$ cat src/rtl/chunked_addsub.sv
// Multi-cycle WIDTH-bit adder/subtractor: one CHUNK-bit slice per clock with a
// registered carry, start/ready accept handshake and a one-cycle done pulse.
module chunked_addsub #(
    parameter int WIDTH = 16,
    parameter int CHUNK = 4
) (
    input  logic             clk,
    input  logic             reset,
    input  logic             start,
    input  logic             sub,
    input  logic             cin,
    input  logic [WIDTH-1:0] a,
    input  logic [WIDTH-1:0] b,
    output logic             ready,
    output logic             done,
    output logic [WIDTH-1:0] result,
    output logic             cout,
    output logic             overflow,
    output logic [1:0]       state_dbg
);

    localparam int NCHUNK = (CHUNK >= 1) ? WIDTH / CHUNK : 1;
    localparam int KW     = (NCHUNK > 1) ? $clog2(NCHUNK) : 1;
    localparam logic [KW-1:0] K_LAST = KW'(NCHUNK - 1);

    if (CHUNK < 1 || (WIDTH % CHUNK) != 0) begin : g_param_check
        $error("chunked_addsub: CHUNK must be >= 1 and divide WIDTH");
    end

    // state_dbg encoding is part of the debug interface: IDLE=0, RUN=1, DONE=2.
    typedef enum logic [1:0] {
        IDLE = 2'd0,
        RUN  = 2'd1,
        DONE = 2'd2
    } state_t;

    state_t           state_q, state_d;
    logic [WIDTH-1:0] opa_q, opa_d;
    logic [WIDTH-1:0] opb_q, opb_d;
    logic [WIDTH-1:0] acc_q, acc_d;
    logic [WIDTH-1:0] result_q, result_d;
    logic             carry_q, carry_d;
    logic             cout_q, cout_d;
    logic             ovf_q, ovf_d;
    logic [KW-1:0]    k_q, k_d;

    logic [CHUNK:0]   slice;
    logic [WIDTH-1:0] slice_ext;
    logic [WIDTH-1:0] acc_shift;

    // Low chunk of the shifting operands feeds the single slice adder; its sum
    // enters the accumulator from the top so the result ends up in place.
    always_comb begin
        slice     = {1'b0, opa_q[CHUNK-1:0]} + {1'b0, opb_q[CHUNK-1:0]}
                  + {{CHUNK{1'b0}}, carry_q};
        slice_ext = WIDTH'(slice[CHUNK-1:0]);
        acc_shift = (acc_q >> CHUNK) | (slice_ext << (WIDTH - CHUNK));
    end

    // Handshake: an operation is accepted on a rising edge where ready=1 and
    // start=1; operands are sampled only then, and done pulses for one cycle.
    always_comb begin
        state_d  = state_q;
        opa_d    = opa_q;
        opb_d    = opb_q;
        acc_d    = acc_q;
        result_d = result_q;
        carry_d  = carry_q;
        cout_d   = cout_q;
        ovf_d    = ovf_q;
        k_d      = k_q;
        case (state_q)
            IDLE: begin
                if (start) begin
                    opa_d   = a;
                    opb_d   = sub ? ~b : b;
                    carry_d = sub | cin;
                    acc_d   = '0;
                    k_d     = '0;
                    state_d = RUN;
                end
            end
            RUN: begin
                acc_d   = acc_shift;
                opa_d   = opa_q >> CHUNK;
                opb_d   = opb_q >> CHUNK;
                carry_d = slice[CHUNK];
                k_d     = k_q + 1'b1;
                if (k_q == K_LAST) begin
                    result_d = acc_shift;
                    cout_d   = slice[CHUNK];
                    ovf_d    = (opa_q[CHUNK-1] == opb_q[CHUNK-1])
                            && (slice[CHUNK-1] != opa_q[CHUNK-1]);
                    state_d  = DONE;
                end
            end
            DONE: begin
                state_d = IDLE;
            end
            default: begin
                state_d = IDLE;
            end
        endcase
    end

    always_ff @(posedge clk or negedge reset) begin
        if (!reset) begin
            state_q  <= IDLE;
            opa_q    <= '0;
            opb_q    <= '0;
            acc_q    <= '0;
            result_q <= '0;
            carry_q  <= 1'b0;
            cout_q   <= 1'b0;
            ovf_q    <= 1'b0;
            k_q      <= '0;
        end else begin
            state_q  <= state_d;
            opa_q    <= opa_d;
            opb_q    <= opb_d;
            acc_q    <= acc_d;
            result_q <= result_d;
            carry_q  <= carry_d;
            cout_q   <= cout_d;
            ovf_q    <= ovf_d;
            k_q      <= k_d;
        end
    end

    assign ready     = (state_q == IDLE);
    assign done      = (state_q == DONE);
    assign result    = result_q;
    assign cout      = cout_q;
    assign overflow  = ovf_q;
    assign state_dbg = state_q;

endmodule

$ cat config.mk
export PLATFORM = sky130hd
export DESIGN_NAME = chunked_addsub
export DESIGN_NICKNAME = d
export VERILOG_FILES = /design/src/rtl/chunked_addsub.sv
export SDC_FILE = /design/constraint.sdc
export NUM_CORES = 1
export LEC_CHECK = 0
export CAP_MARGIN = 20
export CELL_PAD_IN_SITES_DETAIL_PLACEMENT = 0
export CELL_PAD_IN_SITES_GLOBAL_PLACEMENT = 2
export CORE_ASPECT_RATIO = 0.8
export CORE_UTILIZATION = 36
export DETAILED_ROUTE_END_ITERATION = 7
export GPL_TIMING_DRIVEN = 0
export PLACE_DENSITY = 0.87
export SLEW_MARGIN = 20
export SYNTH_ARGS = -nofsm -noshare
export SYNTH_HDL_FRONTEND = slang
export SYNTH_SLANG_ARGS = --single-unit
export TNS_END_PERCENT = 10
$ cat constraint.sdc
create_clock -name clk -period 2.4 [get_ports clk]
set_input_delay 0.72 -clock clk [delete_from_list [all_inputs] [get_ports clk]]
set_output_delay 0.72 -clock clk [all_outputs]
set_load 0.01 [all_outputs]
==> run_results.csv <==
group,metric,value,unit
outcome,status,"finished, final reports clean",
clock_network,cts_setup_buffers,0,
critical_path,required,1.68,ns
routing,wl_per_cell,15.4,um
routing,drc,0,
routing,wirelength,6730,um
synthesis,synth_cell_type_count,34,
synthesis,synth.largest_area_cell,"dfrtp_1",
sta,worst_clock_skew,0.00729,ns
clock_network,cts_buffers,9,
global_route,grt_max_degree,43,
routing,vias,2131,
sta,timing.slew.headroom,61.7,%
sta,final-setup-viol-count,0,
final_layout,regArea,0.00168,mm2
power,peakVddDrop,0.388,mV
critical_path,start_kind,"flip-flop",
synthesis,synth_area_leaders,"dfrtp_1 55%, a22o_1 5.2%, mux2_2 4.1%, o21ai_0 3.6%, a22oi_1 3.0%",
synthesis,synth_cells,255,
final_layout,n_antenna_cell,0,
synthesis,ys_seq_elements,67,
synthesis,ys_seq_area_share,55.1,%
synthesis,synth_edf_count,0,
placed_design,placedCellCount,421,
synthesis,synth_top_cell_area_share,55.1,%
sta,whs,0.273,ns
clock_network,clockRootBuffer,"clkbuf_8",
critical_path,worstPathCellList,"buf_4 > clkbuf_4 > nor2b_1 > dlygate4sd2_1",
routing,drtIter0Drc,67,
global_route,grt_pass1_wl,11200,um
global_route,antenna_found_initial,0,
placed_design,gp_congestion,0.764,
final_layout,final_area,0.00397,mm2
placed_design,port_buffers,57,
floorplan,dieArea,0.00882,mm2
floorplan,die-width,105,um
global_route,overflow,0,
final_layout,layout-drive-gt1-share,15.2,%
sta,hold_violations,0,
power,power_leakage,1.78,nW
power,power,5.06,mW
clock_network,htreeDepth,3,
sta,setup_ws,0.180,ns
floorplan,initial_utilization,37.7,%
floorplan,std_cell_rows,29,
sta,fmax,0.450,GHz
routing,antenna_left,0,
synthesis,synth_area,0.00304,mm2
clock_network,cts.clk_slew.worst_paths,0.08,ns
synthesis,synth.most_common_cell,"dfrtp_1",
synthesis,synth_common_cells,"67 x dfrtp_1, 23 x nand2_1, 22 x o21ai_0, 18 x a22o_1, 12 x a22oi_1",
routing,drtPass1Iterations,4,
critical_path,cp_max_fo,10,
floorplan,core_area,0.00806,mm2
sta,period_share,92.5,%
critical_path,worst_ep_arrival_time,1.50,ns
sta,fin_tns_setup,0,ns
hold_path,min_path_type,"in -> async",
sta,max_slew.worst_pin.slew,0.573,ns
synthesis,async_reset_ff_share,100,%
final_layout,final_cells,437,
placed_design,preCtsSetupSlack,0.121,ns
synthesis,synth_warnings,0,
critical_path,crit_slowest_cell,"dfrtp_1",
power,powerDensity,1270,mW/mm2
final_layout,fin_nets,367,
synthesis,synth_nets,298,
final_layout,final_core_util,49.3,%
clock_network,cts.sink_count,67,
critical_path,endpoint_kind,"output pin",
critical_path,max_stage_delay,0.38,ns
clock_network,ctsHoldBuffers,0,
final_layout,area_growth_syn_to_layout,30.7,%
sta,rsz0062_at_grt,"false",
sta,fin_crit,2.22,ns
sta,drv_slew,0,
flow_run,drv_cap,0,
global_route,first_global_vias,2199,
placed_design,placed_cell_area,0.00376,mm2
clock_network,cts_tree,"done",
critical_path,critical_path_class,"reg -> out",
floorplan,ios,59,
synthesis,syn_avg_cell_area,11.9,um2
global_route,grt_util_all_layers,16.7,%
synthesis,ys.flop_type,"dfrtp_1",
placed_design,dp_hpwl,4950,um
floorplan,die_h,84.2,um
clock_network,clockBufferDepth,2,
clock_network,clk_latency,0.34,ns
final_layout,nFillCells,779,
routing,viasPerCell,4.88,
final_layout,multi_input_area,0.00122,mm2
==> layer usage <==
metal  vias up  GRT usage, %  part of all wire (%)
met5         -             0                     0
met4         0          3.46                  0.22
met3         2          6.21                   4.2
met2        49          24.9                    45
met1      1034          23.3                    51
li1       1046             -                     -
==> worst paths after layout <==
path / startpoint / endpoint / slack, ns / depth (start not counted)
worst max-delay path: state_dbg[0] / done / 0.18 / 4
worst min-delay path: reset / result[5] / 0.27 / 1
worst max register to register: opa_q[0] / carry_q / 0.59 / 7
worst min register to register: result[12] / result[12] / 0.48 / 2
max in group asynchronous: reset / state_dbg[1] / 1.59 / 2
min in group clk: result[12] / result[12] / 0.48 / 2
==> state kept, by name, indices dropped and copies added, names as in the netlist <==
register / count
k_q: 2
opb_q: 16
opa_q: 16
overflow: 1
cout: 1
carry_q: 1
acc_q: 12
state_dbg: 2
result: 16
==> what timing repair did <==
action / CTS / global route
pin swaps: 0 / 0
resized for setup: 5 / 1
endpoints found under the setup margin: 1 / 1
==> critical path, delay by kind of cell (launching register included) <==
family | cells | cell delay (ns)
buf+inv | 3 | 0.65
flops | 1 | 0.38
simple gates | 1 | 0.12
==> report_power, final <==
| group | internal (mW) | switching [mW] |
|---|---|---|
| clock network | 0.484 | 0.453 |
| registers | 1.61 | 0.280 |
| logic | 1.13 | 1.10 |
| total | 3.23 | 1.83 |
==> placed cells by master (no fill, tap or decap), types with 2 or more instances in the layout <==
cell	n
buf_2	7
fa_1	2
clkdlybuf4s50_1	54
nor2_1	5
a21oi_1	10
mux2_2	11
clkbuf_1	2
clkinvlp_4	4
inv_1	4
and4_1	2
nand3b_1	2
a221o_1	2
mux2i_1	5
ha_1	4
o21ai_0	22
dfrtp_1	67
buf_4	6
xnor2_1	8
clkbuf_8	9
nand2_1	23
o22a_1	7
mux2_1	2
a22oi_1	12
nor2b_1	11
xor2_1	9
a22o_1	18
buf_6	3
clkbuf_4	2
==> final cells by class <==
class	instances	share of cell area, %
timing repair buffer	58	14.8
inverter	5	0.535
clock inverter	7	1.95
buffer	19	3.24
multi-input combinational	164	30.7
clock buffer	9	3.12
tap	108	3.40
sequential	67	42.2
==> cells by family after synthesis <==
family,count (synthesis),synth area share (%)
AOI/OAI and AO/OA,77,17.9
DFF,67,55.1
and+or+nand+nor,46,7.98
buffers and inverters,24,4.69
muxes,18,6.46
xor gates and xnor gates,17,4.90
adders and majority gates,6,2.96
Note: power is estimated with default switching activity, not from simulation.
